File: src/rtl/mul_pkg.sv
// Shared constants for the sequential 8x8 shift-and-add multiplier.
// Holds operand/counter widths and the FSM state encodings.
package mul_pkg;

    localparam int WIDTH = 8;
    localparam int CNT_W = 4;

    localparam logic [1:0] ST_IDLE = 2'd0;
    localparam logic [1:0] ST_CALC = 2'd1;
    localparam logic [1:0] ST_DONE = 2'd2;

endpackage

File: src/rtl/seq_multiplier_8bit_adder.sv
// Adder8bit: combinational 8-bit adder with carry-in and carry-out.
// Ports: a, b (8-bit addends), c (carry-in) -> s (8-bit sum), co (carry-out).
module Adder8bit (
    input  logic [7:0] a,
    input  logic [7:0] b,
    input  logic       c,
    output logic [7:0] s,
    output logic       co
);

    assign {co, s} = {1'b0, a} + {1'b0, b} + {8'b0, c};

endmodule

File: src/rtl/seq_multiplier_8bit.sv
// Unsigned 8x8 -> 16-bit shift-and-add multiplier, one partial product per clock.
// Ports: clk, rst (sync, active-high), start, a, b -> busy, done (1-cycle pulse),
// product (held from done until the next accepted start).
// Optional macro EARLY_TERM_EN: a zero operand skips CALC and reports 0 in one clock.
module seq_multiplier_8bit
    import mul_pkg::*;
(
    input  logic         clk,
    input  logic         rst,
    input  logic         start,
    input  logic [7:0]   a,
    input  logic [7:0]   b,
    output logic         busy,
    output logic         done,
    output logic [15:0]  product
);

    logic [1:0]       r_state;
    logic [WIDTH-1:0] r_m;
    logic [WIDTH-1:0] r_q;
    logic [WIDTH-1:0] r_p;
    logic [CNT_W-1:0] r_cnt;
    logic [15:0]      r_product;

    logic [WIDTH-1:0] w_addend;
    logic [WIDTH-1:0] w_sum;
    logic             w_co;
    logic             w_last;
    logic             w_can_accept;

    assign w_addend     = r_q[0] ? r_m : '0;
    assign w_last       = (r_cnt == CNT_W'(WIDTH - 1));
    assign w_can_accept = (r_state == ST_IDLE) || (r_state == ST_DONE);

    Adder8bit u_add (
        .a  (r_p),
        .b  (w_addend),
        .c  (1'b0),
        .s  (w_sum),
        .co (w_co)
    );

    always_ff @(posedge clk) begin
        if (rst) begin
            r_state   <= ST_IDLE;
            r_m       <= '0;
            r_q       <= '0;
            r_p       <= '0;
            r_cnt     <= '0;
            r_product <= '0;
        end else begin
            case (r_state)
                ST_IDLE, ST_DONE: begin
                    if (start && w_can_accept) begin
                        r_m   <= a;
                        r_q   <= b;
                        r_p   <= '0;
                        r_cnt <= '0;
`ifdef EARLY_TERM_EN
                        if (a == '0 || b == '0) begin
                            r_state   <= ST_DONE;
                            r_product <= '0;
                        end else begin
                            r_state <= ST_CALC;
                        end
`else
                        r_state <= ST_CALC;
`endif
                    end else begin
                        r_state <= ST_IDLE;
                    end
                end
                ST_CALC: begin
                    // Carry-out becomes the new MSB of P, so the 9th bit is kept
                    r_p   <= {w_co, w_sum[WIDTH-1:1]};
                    r_q   <= {w_sum[0], r_q[WIDTH-1:1]};
                    r_cnt <= r_cnt + CNT_W'(1);
                    if (w_last) begin
                        r_product <= {w_co, w_sum, r_q[WIDTH-1:1]};
                        r_state   <= ST_DONE;
                    end
                end
                default: r_state <= ST_IDLE;
            endcase
        end
    end

    assign busy    = (r_state == ST_CALC);
    assign done    = (r_state == ST_DONE);
    assign product = r_product;

endmodule
File: config.mk
export PLATFORM = sky130hd
export DESIGN_NAME = seq_multiplier_8bit
export DESIGN_NICKNAME = d
export VERILOG_FILES = /design/src/rtl/mul_pkg.sv /design/src/rtl/seq_multiplier_8bit_adder.sv /design/src/rtl/seq_multiplier_8bit.sv
export SDC_FILE = /design/constraint.sdc
export NUM_CORES = 1
export LEC_CHECK = 0
export BUFFER_PORTS_ARGS = -buffer_cell sky130_fd_sc_hd__buf_2
export CORE_MARGIN = 2
export CORE_UTILIZATION = 35
export CTS_CLUSTER_SIZE = 16
export DETAILED_ROUTE_END_ITERATION = 10
export PLACE_DENSITY = 0.61
export SKIP_LAST_GASP = 1
export SYNTH_ARGS = -nofsm -noshare
export SYNTH_HDL_FRONTEND = slang
export SYNTH_SLANG_ARGS = --single-unit
File: constraint.sdc
create_clock -name clk -period 2.88 [get_ports clk]
set_input_delay 0.576 -clock clk [delete_from_list [all_inputs] [get_ports clk]]
set_output_delay 0.576 -clock clk [all_outputs]
set_load 0.01 [all_outputs]
Word-level counts from Yosys, hierarchy flattened:

Cells that the tools add are included.

* reduce and logical (&&, ||, !) cells: 8
* eq/ne operators: 5
* add/sub/neg operators: 2
* muxes and demuxes: 10

Operator list (count)
* 8-bit case mux with 2 select lines: 2
* 8-bit 2-to-1 mux: 3
* 8-bit by 8-bit adder with 9-bit output: 1
* 4-bit case mux with 2 select lines: 1
* 2-bit AND reduction: 3
* 4-bit by 1-bit adder with 4-bit output, second input constant: 1
* 4-bit by 3-bit == test with 1-bit output, second input constant: 1
* 4-bit 2-to-1 mux: 1
* 2-bit case mux with 2 select lines: 1
* 2-bit by 1-bit == test with 1-bit output, second input constant: 1
* 2-bit == test, second input constant: 1
* 2-bit zero test: 1
* 2-bit 2-to-1 mux: 1
* 2-bit by 1-bit inequality test with 1-bit output, second input constant: 1
* 2-bit inequality test, second input constant: 1
* 2-bit nonzero test: 1
* 2-bit OR reduction: 1
* 1-bit logical AND: 1
* 1-bit logical OR: 1
* 1-bit 2-to-1 mux: 1

* bits of input ports: 19
* flip-flop bits (word level): 46
* word-level logic and storage cells: 31

Logic depth before layout (Yosys ltp):

Gate-level depths: netlist (run 1).

* depth in word-level cells: 5
* depth in mapped cells: 7
* mapped depth without buffers: 7

Modules after synthesis:

From an unflattened synthesis (run 1), not the netlist that was laid out.

* cell total of the unflattened synthesis: 222
* area total of the unflattened synthesis: 2092.0 sq um

Modules (own cells, without submodules)
* seq_multiplier_8bit: times used 1, area an instance 1760.4 sq um, sequential area each 920.9 sq um, cells an instance 182
* Adder8bit: times used 1, area an instance 331.6 sq um, sequential area each 0.0 sq um, cells an instance 40

Worst setup path after synthesis (run 1):

Ideal clock, no wire load.

* kind: register to register
* start point: register r_q[0]
* end point: register r_product[15], in the netlist product[15]
* clock period less this slack: 2.008 ns
* data arrival time: 1.866 ns
* cell stages (with the launch flop): 8
* data required time: 2.737 ns
* setup time: 0.143 ns
* buffers on the path: 0
* setup slack: 0.872 ns
* cells stage by stage: dfxtp_1 -> and2_1 -> ha_1 -> fa_1 -> a21oi_1 -> o21ai_0 -> o311ai_0 -> a211oi_1

* cells in the longest elaborated chain, start to end: 2

RTL lines
* start: declaration: RTL line seq_multiplier_8bit.sv:20 `logic [WIDTH-1:0] r_q;`
* start signal: assignment: RTL line seq_multiplier_8bit.sv:76 `r_q <= {w_sum[0], r_q[WIDTH-1:1]};`
* 8-bit 2-to-1 mux: RTL line seq_multiplier_8bit.sv:31 `assign w_addend = r_q[0] ? r_m : '0;`
* 8-bit by 8-bit adder with 9-bit output: RTL line seq_multiplier_8bit_adder.sv:11 `assign {co, s} = {1'b0, a} + {1'b0, b} + {8'b0, c};`
* end signal: assignment: RTL line seq_multiplier_8bit.sv:79 `r_product <= {w_co, w_sum, r_q[WIDTH-1:1]};`
* end: declaration: RTL line seq_multiplier_8bit.sv:23 `logic [15:0] r_product;`

No other way between the ends.
A chain may end at the register's enable or synchronous reset.

Worst setup path in the final report (run 1):

Ends and elaborated chain as after synthesis.

==> results of run 1 <==
[worst register-to-register path, stage by stage, from the launching register on]
cell	delay (ns)
dfxtp_1	0.36
and2_1	0.16
ha_1	0.20
fa_1	0.40
a21oi_1	0.33
o21ai_0	0.14
o311ai_0	0.43
a211oi_1	0.15
[cell usage after synthesis (5+ instances only)]
cell type / number
and2_1: 8
nor2_1: 17
a21oi_1: 35
nand3b_1: 6
clkbuf_1: 9
a22oi_1: 11
dfxtp_1: 46
nand2b_1: 5
nand3_1: 5
nand2_1: 47
ha_1: 9
[placed cells by master (no fill, tap or decap), types with 2 or more instances in the layout]
cell type,instances
nand2_1,47
buf_4,3
and2_1,8
a21oi_2,2
and2b_1,2
nand4b_1,4
or4_1,4
dfxtp_1,46
nand3b_1,6
nand2b_1,5
o21ai_0,4
or3_1,2
o31ai_1,4
nand3_1,5
clkbuf_8,5
inv_1,2
nor2_1,17
ha_1,9
o211ai_1,4
a22oi_1,11
buf_2,36
nor3_1,3
a211oi_1,3
a21oi_1,35
[registers in the layout, indices dropped and copies added (netlist names)]
register and cells:
product 16, r_p 8, r_state 2, r_cnt 4, r_q 8, r_m 8
[area by class of cell]
type | instances | area [µm²]
clock buffer | 6 | 72.57
sequential | 46 | 920.9
tap | 75 | 93.84
timing repair buffer | 39 | 202.7
multi-input combinational | 190 | 1130
clock inverter | 2 | 13.76
fill | 652 | 3441
inverter | 3 | 11.26
[path summary, 6_finish.rpt]
path / from / to / cells after the start
worst max-delay path: r_q[0]$_SDFFE_PP0P_ / product[15]$_SDFFE_PP0P_ / 7
worst min-delay path: product[6]$_SDFFE_PP0P_ / product[6]$_SDFFE_PP0P_ / 2
worst max register to register: r_q[0]$_SDFFE_PP0P_ / product[15]$_SDFFE_PP0P_ / 7
worst min register to register: product[6]$_SDFFE_PP0P_ / product[6]$_SDFFE_PP0P_ / 2
[power groups by stage]
stage	Clock (W)	Sequential [W]	Combinational, W
after floorplan	0	0.000680	0.0000767
after CTS	0.000410	0.000669	0.000109
after global routing	0.000442	0.000672	0.000121
final	0.000396	0.000669	0.000108
after global placement	0	0.000683	0.000108
after detailed placement	0	0.000683	0.000108
[per-layer routing]
metal,wire length [µm],track usage,vias to the layer above
met1,2345,0.2058,872
li1,-,-,964
met5,0,0,-
met4,111,0.06333,0
met3,233,0.04835,9
met2,2195,0.2415,40
[kinds of logic (layout without fill, tap and decap cells)]
group,after synthesis,after routing
multiplexers,1,1
AO/OA/AOI/OAI,68,68
AND/OR/NAND/NOR,109,109
adder cells (fa/ha/maj),10,10
XOR/XNOR,2,2
flip-flops,46,46
buffers and inverters,18,50
[through the flow]
step	utilization	hold slack, ns
detailed placement	0.4007	0.4464
global route	0.4154	0.4778
finish	0.4154	0.4548
global placement	0.4007	0.4423
floorplan	-	0.4317
CTS	0.4154	0.4595
==> out/metrics.yaml, run 1 <==
sta:
  grt_setup_unrepaired: "no"
  setup_tns_ns: 0
  fin_crit_ns: 2.317
  clock_skew_ns: 0.005605
  drv_slew: 0
  tightest_slew_ns: 0.9150
  finalWorstSetupSlack_ns: 0.5626
  fmax_ghz: 0.4315
  hold_viol_final: 0
  relSlewSlack: 0.3900
  timing.final.crit_share: 0.8047
  setup_viol: 0
worst_setup_path:
  slowest_stage: "o311ai_0"
  crit_type: "reg -> reg"
  cp_data_arrival_time_ns: 2.47
  start_kind: "flop"
  critPathRequiredTime_ns: 3.03
  cp_max_fo: 9
  endpoint_kind: "flop"
  worst_path_largest_cell_delay_ns: 0.43
  reg2reg_slack_ns: 0.56
  crit_family: "compound AO/OA/AOI/OAI gates"
  crit_buf_inv: 0
  worstPathCellList: "and2_1, ha_1, fa_1, a21oi_1, o21ai_0, o311ai_0, a211oi_1"
global_route:
  antenna_found_initial: 0
  grt_max_degree: 55
  overflow: 0
  grt_first_pass_wirelength_um: 7969
  grt.total_usage: 0.1575
  grt_pass1_vias: 1665
synth:
  ys_seq_area_frac: 0.4329
  synth_top_family_by_area: "simple AND/OR/NAND/NOR gates"
  synthesis.nets: 283
  avgSynthCellArea_um2: 8.374
  synthAdderAreaFrac: 0.06235
  async_flop_share: 0
  synth_xor_area_frac: 0.008235
  synth_top_area_frac: 0.4329
  synth_cells: 254
  yosysUniqueCellTypes: 41
  synth-simple-area-share: 0.2571
  synth_compound_area_frac: 0.1982
  netlist_area_mm2: 0.002127
  synth_flop_cell: "dfxtp_1"
  synth_area_leaders: "dfxtp_1, nand2_1, a21oi_1, ha_1, a22oi_1"
  ys_ff_latch: 46
  muxShareOfSynthArea: 0.005294
  yosys.area.top_type: "dfxtp_1"
  synth_edf_count: 0
  yosys_warnings: 0
hold_path:
  hold_path_class: "reg -> reg"
pwr:
  power.total_w: 0.001173
  seqPwrFrac: 0.570
  p_leak_nw: 0.9945
  power.clock.fraction: 0.338
  p_sw_frac: 0.2611
  p_per_area_mw_per_mm2: 479.7
  p_sw_w: 0.0003062
  combPwrFrac: 0.092
  intPower_w: 0.0008666
  irDropWorstVdd_mv: 0.2229
cells_and_area:
  drive_gt1_frac: 0.1818
  instances_no_fill: 361
  syn_to_final_growth_pct: 14.94
  final_cell_area_mm2: 0.002445
  antennaDiodeCount: 0
  finalNetCount: 314
route:
  drcViolationCount: 0
  vias_per_cell: 5.222
  routed_wl_um: 4886
  dr.pass1.iters: 4
  drtIter0Drc: 92
  vias: 1885
  post_drt_wl_per_cell_um: 13.53
  antenna_left: 0
cts:
  cts.reportedPaths.clkPinSlew_ns: 0.09
  cts-root-buf: "clkbuf_8"
  cts_tree: "done"
  post-cts-setup-buffers: 0
  cts_sinks: 46
  post_cts_resized: 0
  hold_buffers: 0
  cts_buffers: 5
  cts_buffer_depth: 2
  insertion_delay_ns: 0.31
  h-tree-depth: 2
placement:
  portBuffers: 36
  dpl.cell_count: 353
  placed_area_mm2: 0.002359
  place_ws_ns: 0.5788
  hpwl_um: 3316
  gp_congestion: 0.7897
floorplanning:
  coreArea_mm2: 0.005886
  fp-row-count: 28
  dieWidth_um: 81.96
  dieArea_mm2: 0.006717
  io_pins: 37
  start_util: 0.3614
  die_h_um: 81.96
run:
  drv_cap: 0
run_status:
  run_status: "finished clean"
Power figures use the tool's default switching activity.
==> run 2, diff against run 1 <==
Settings changed: ABC_AREA set to 1, PLACE_DENSITY 0.61 to 0.63.
Clock period 2.88 ns to 1.9 ns, I/O delays scaled along.
==> run 2 against run 1 <==
  * Clock skew up 0.0047 ns
  * Non-clock buffer count decreased by 1
  * Design area up 3.2%
  * First-iteration DRC count down 43%
  * Total power grew 54%
  * Area after synthesis up 4.0%
  * Via count is 0.64% higher
  * Clock-buffer cell count is 1 lower
  * Fmax is 36% higher
  * Largest cell class unchanged
==> out/metrics.yaml, run 2 <==
floorplanning:
  coreArea_mm2: 0.006026
  fp-row-count: 28
  dieWidth_um: 83.50
  die_h_um: 83.50
  start_util: 0.3671
  dieArea_mm2: 0.006972
  io_pins: 37
synth:
  synth_top_area_frac: 0.4163
  synth_flop_cell: "dfxtp_1"
  synth_compound_area_frac: 0.1403
  ys_seq_area_frac: 0.4163
  synthTopCellsByCount: "nand2_1, nor2_1, dfxtp_1, inv_1, nand3_1"
  yosys_warnings: 0
  synth_edf_count: 0
  synth_cells: 295
  yosys.cell_count.top_type: "nand2_1"
  synth_xor_area_frac: 0.003959
  synth-simple-area-share: 0.2755
  synth_area_leaders: "dfxtp_1, nand2_1, nor2_1, nand3_1, inv_1"
  synthesis.nets: 324
  muxShareOfSynthArea: 0
  avgSynthCellArea_um2: 7.499
  ys_ff_latch: 46
  async_flop_share: 0
  synth_top_family_by_area: "simple AND/OR/NAND/NOR gates"
  yosys.area.top_type: "dfxtp_1"
  netlist_area_mm2: 0.002212
  yosysUniqueCellTypes: 30
  synthAdderAreaFrac: 0.05995
worst_setup_path:
  crit_family: "simple AND/OR/NAND/NOR gates"
  worstReg2RegStart: "r_q[0]$_SDFFE_PP0P_"
  critPathRequiredTime_ns: 2.11
  start_kind: "flop"
  reg2reg_slack_ns: 0.20
  worstPathCellList: "nand2_1, inv_1, ha_1, fa_2, nand2_1, nand2_1, nand3b_1, nand3_1, nand2_1, nand2_1, nand2_1, inv_1"
  worst_path_largest_cell_delay_ns: 0.37
  cp_max_fo: 9
  endpoint_kind: "flop"
  rr_worst_depth: 12
  crit_type: "reg -> reg"
  crit_buf_inv: 2
  timing.rr.end: "product[13]$_SDFFE_PP0P_"
  cp_data_arrival_time_ns: 1.91
  slowest_stage: "dfxtp_2"
  path_common_cell: "nand2_1"
run:
  drv_cap: 0
pwr:
  power.clock.fraction: 0.343
  combPwrFrac: 0.096
  seqPwrFrac: 0.561
  irDropWorstVdd_mv: 0.2598
  p_sw_w: 0.0004895
  p_leak_nw: 1.244
  intPower_w: 0.001320
  p_per_area_mw_per_mm2: 717.5
  p_sw_frac: 0.2705
cts:
  cts-root-buf: "clkbuf_8"
  h-tree-depth: 2
  cts_buffers: 5
  cts_tree: "done"
  cts_buffer_depth: 2
  hold_buffers: 0
  cts_sinks: 46
  insertion_delay_ns: 0.30
  cts.reportedPaths.clkPinSlew_ns: 0.10
cells_and_area:
  drive_gt1_frac: 0.2128
  antennaDiodeCount: 0
  largest_reg_flops: 16
  layout_common_cells: "nand2_1, nor2_1, dfxtp_1"
  syn_to_final_growth_pct: 14.03
  finalNetCount: 357
  final_common_cell: "nand2_1"
hold_path:
  hold_path_class: "in -> reg"
  hold_start: "b[3]"
  holdPathStages: 3
  hold_path_end: "r_q[3]$_SDFFE_PP0P_"
sta:
  holdWs_ns: 0.3166
  relSlewSlack: 0.6245
  drv_slew: 0
  hold_viol_final: 0
  setup_viol: 0
  clock_skew_ns: 0.01027
  timing.final.crit_share: 0.8958
  fmax_ghz: 0.5875
  fin_crit_ns: 1.702
  setup_tns_ns: 0
  finalWorstSetupSlack_ns: 0.1980
  tightest_slew_ns: 0.5626
  grt_setup_unrepaired: "no"
route:
  drcViolationCount: 0
  antenna_left: 0
  vias_per_cell: 4.696
  post_drt_wl_per_cell_um: 11.75
  routed_wl_um: 4747
  dr.pass1.iters: 4
  drtIter0Drc: 52
  vias: 1897
global_route:
  antenna_found_initial: 0
  grt.total_usage: 0.1409
  grt_pass1_vias: 1834
  grt_max_degree: 26
  overflow: 0
  grt_first_pass_wirelength_um: 8052
placement:
  place_ws_ns: 0.1108
  gp_congestion: 0.8319
  portBuffers: 36
  hpwl_um: 3598
run_status:
  run_status: "finished clean"
==> run 2: worst max path at each step <==
stage | startpoint | end | cells after the start
after floorplan | r_q[0]$_SDFFE_PP0P_ | product[13]$_SDFFE_PP0P_ | 13
after global placement | r_q[0]$_SDFFE_PP0P_ | product[13]$_SDFFE_PP0P_ | 12
after detailed placement | r_q[0]$_SDFFE_PP0P_ | product[13]$_SDFFE_PP0P_ | 12
after CTS | r_q[0]$_SDFFE_PP0P_ | product[13]$_SDFFE_PP0P_ | 12
after global routing | r_q[0]$_SDFFE_PP0P_ | r_p[7]$_SDFFE_PP0P_ | 10
final | r_q[0]$_SDFFE_PP0P_ | product[13]$_SDFFE_PP0P_ | 12
==> run 2: cell families (layout without fill, tap and decap cells) <==
group	Yosys count	in the layout
DFF	46	46
AOI/OAI and AO/OA	48	48
and+or+nand+nor	139	139
buffers and inverters	51	85
adders and majority gates	10	10
xor gates and xnor gates	1	1
==> run 2: through the flow <==
step / cells / area, µm² / util / total power, W
floorplan: 295 / 2212 / - / 0.001166
detailed placement: 396 / 2425 / 0.4024 / 0.001213
global placement: 396 / 2425 / 0.4024 / 0.001212
CTS: 404 / 2519 / 0.4180 / 0.001828
finish: 404 / 2522 / 0.4186 / 0.001810
global route: 404 / 2522 / 0.4186 / 0.001881
==> run 2: cell type report <==
type / count / area, µm²
fillers: 635 / 3503
multi-input cells: 198 / 1064
flip-flops and latches: 46 / 922.1
repair buffers: 38 / 195.2
inverters: 39 / 153.9
well taps: 75 / 93.84
clock buffers: 5 / 68.82
clock inverters: 3 / 25.02
==> run 2: metal layers <==
layer  global-route usage  vias up  routed length, µm
li1                     -     1017                  -
met1               0.1767      850               2273
met3              0.02967        5                157
met5                    0        -                  0
met4              0.04839        0                 78
met2               0.2405       25               2237
==> run 2: power by group through the flow <==
stage | clock network, W | registers [W] | logic, W
2_1_floorplan | 0 | 0.00103 | 0.000135
5_1_grt | 0.000661 | 0.00102 | 0.000200
3_5_place_dp | 0 | 0.00104 | 0.000175
6_report | 0.000621 | 0.00102 | 0.000173
3_3_place_gp | 0 | 0.00104 | 0.000174
4_1_cts | 0.000637 | 0.00102 | 0.000176
==> run 2: worst register-to-register path, stage by stage, from the launching register on <==
cell and delay (ns):
dfxtp_2 0.37, nand2_1 0.06, inv_1 0.04, ha_1 0.20, fa_2 0.35, nand2_1 0.08, nand2_1 0.08, nand3b_1 0.14
nand3_1 0.10, nand2_1 0.08, nand2_1 0.05, nand2_1 0.05, inv_1 0.03
==> run 2: timing repair <==
item                                    4_1_cts  5_1_grt
buffers inserted                              0        0
gates resized for setup                       0        3
endpoints found under the setup margin        0        4
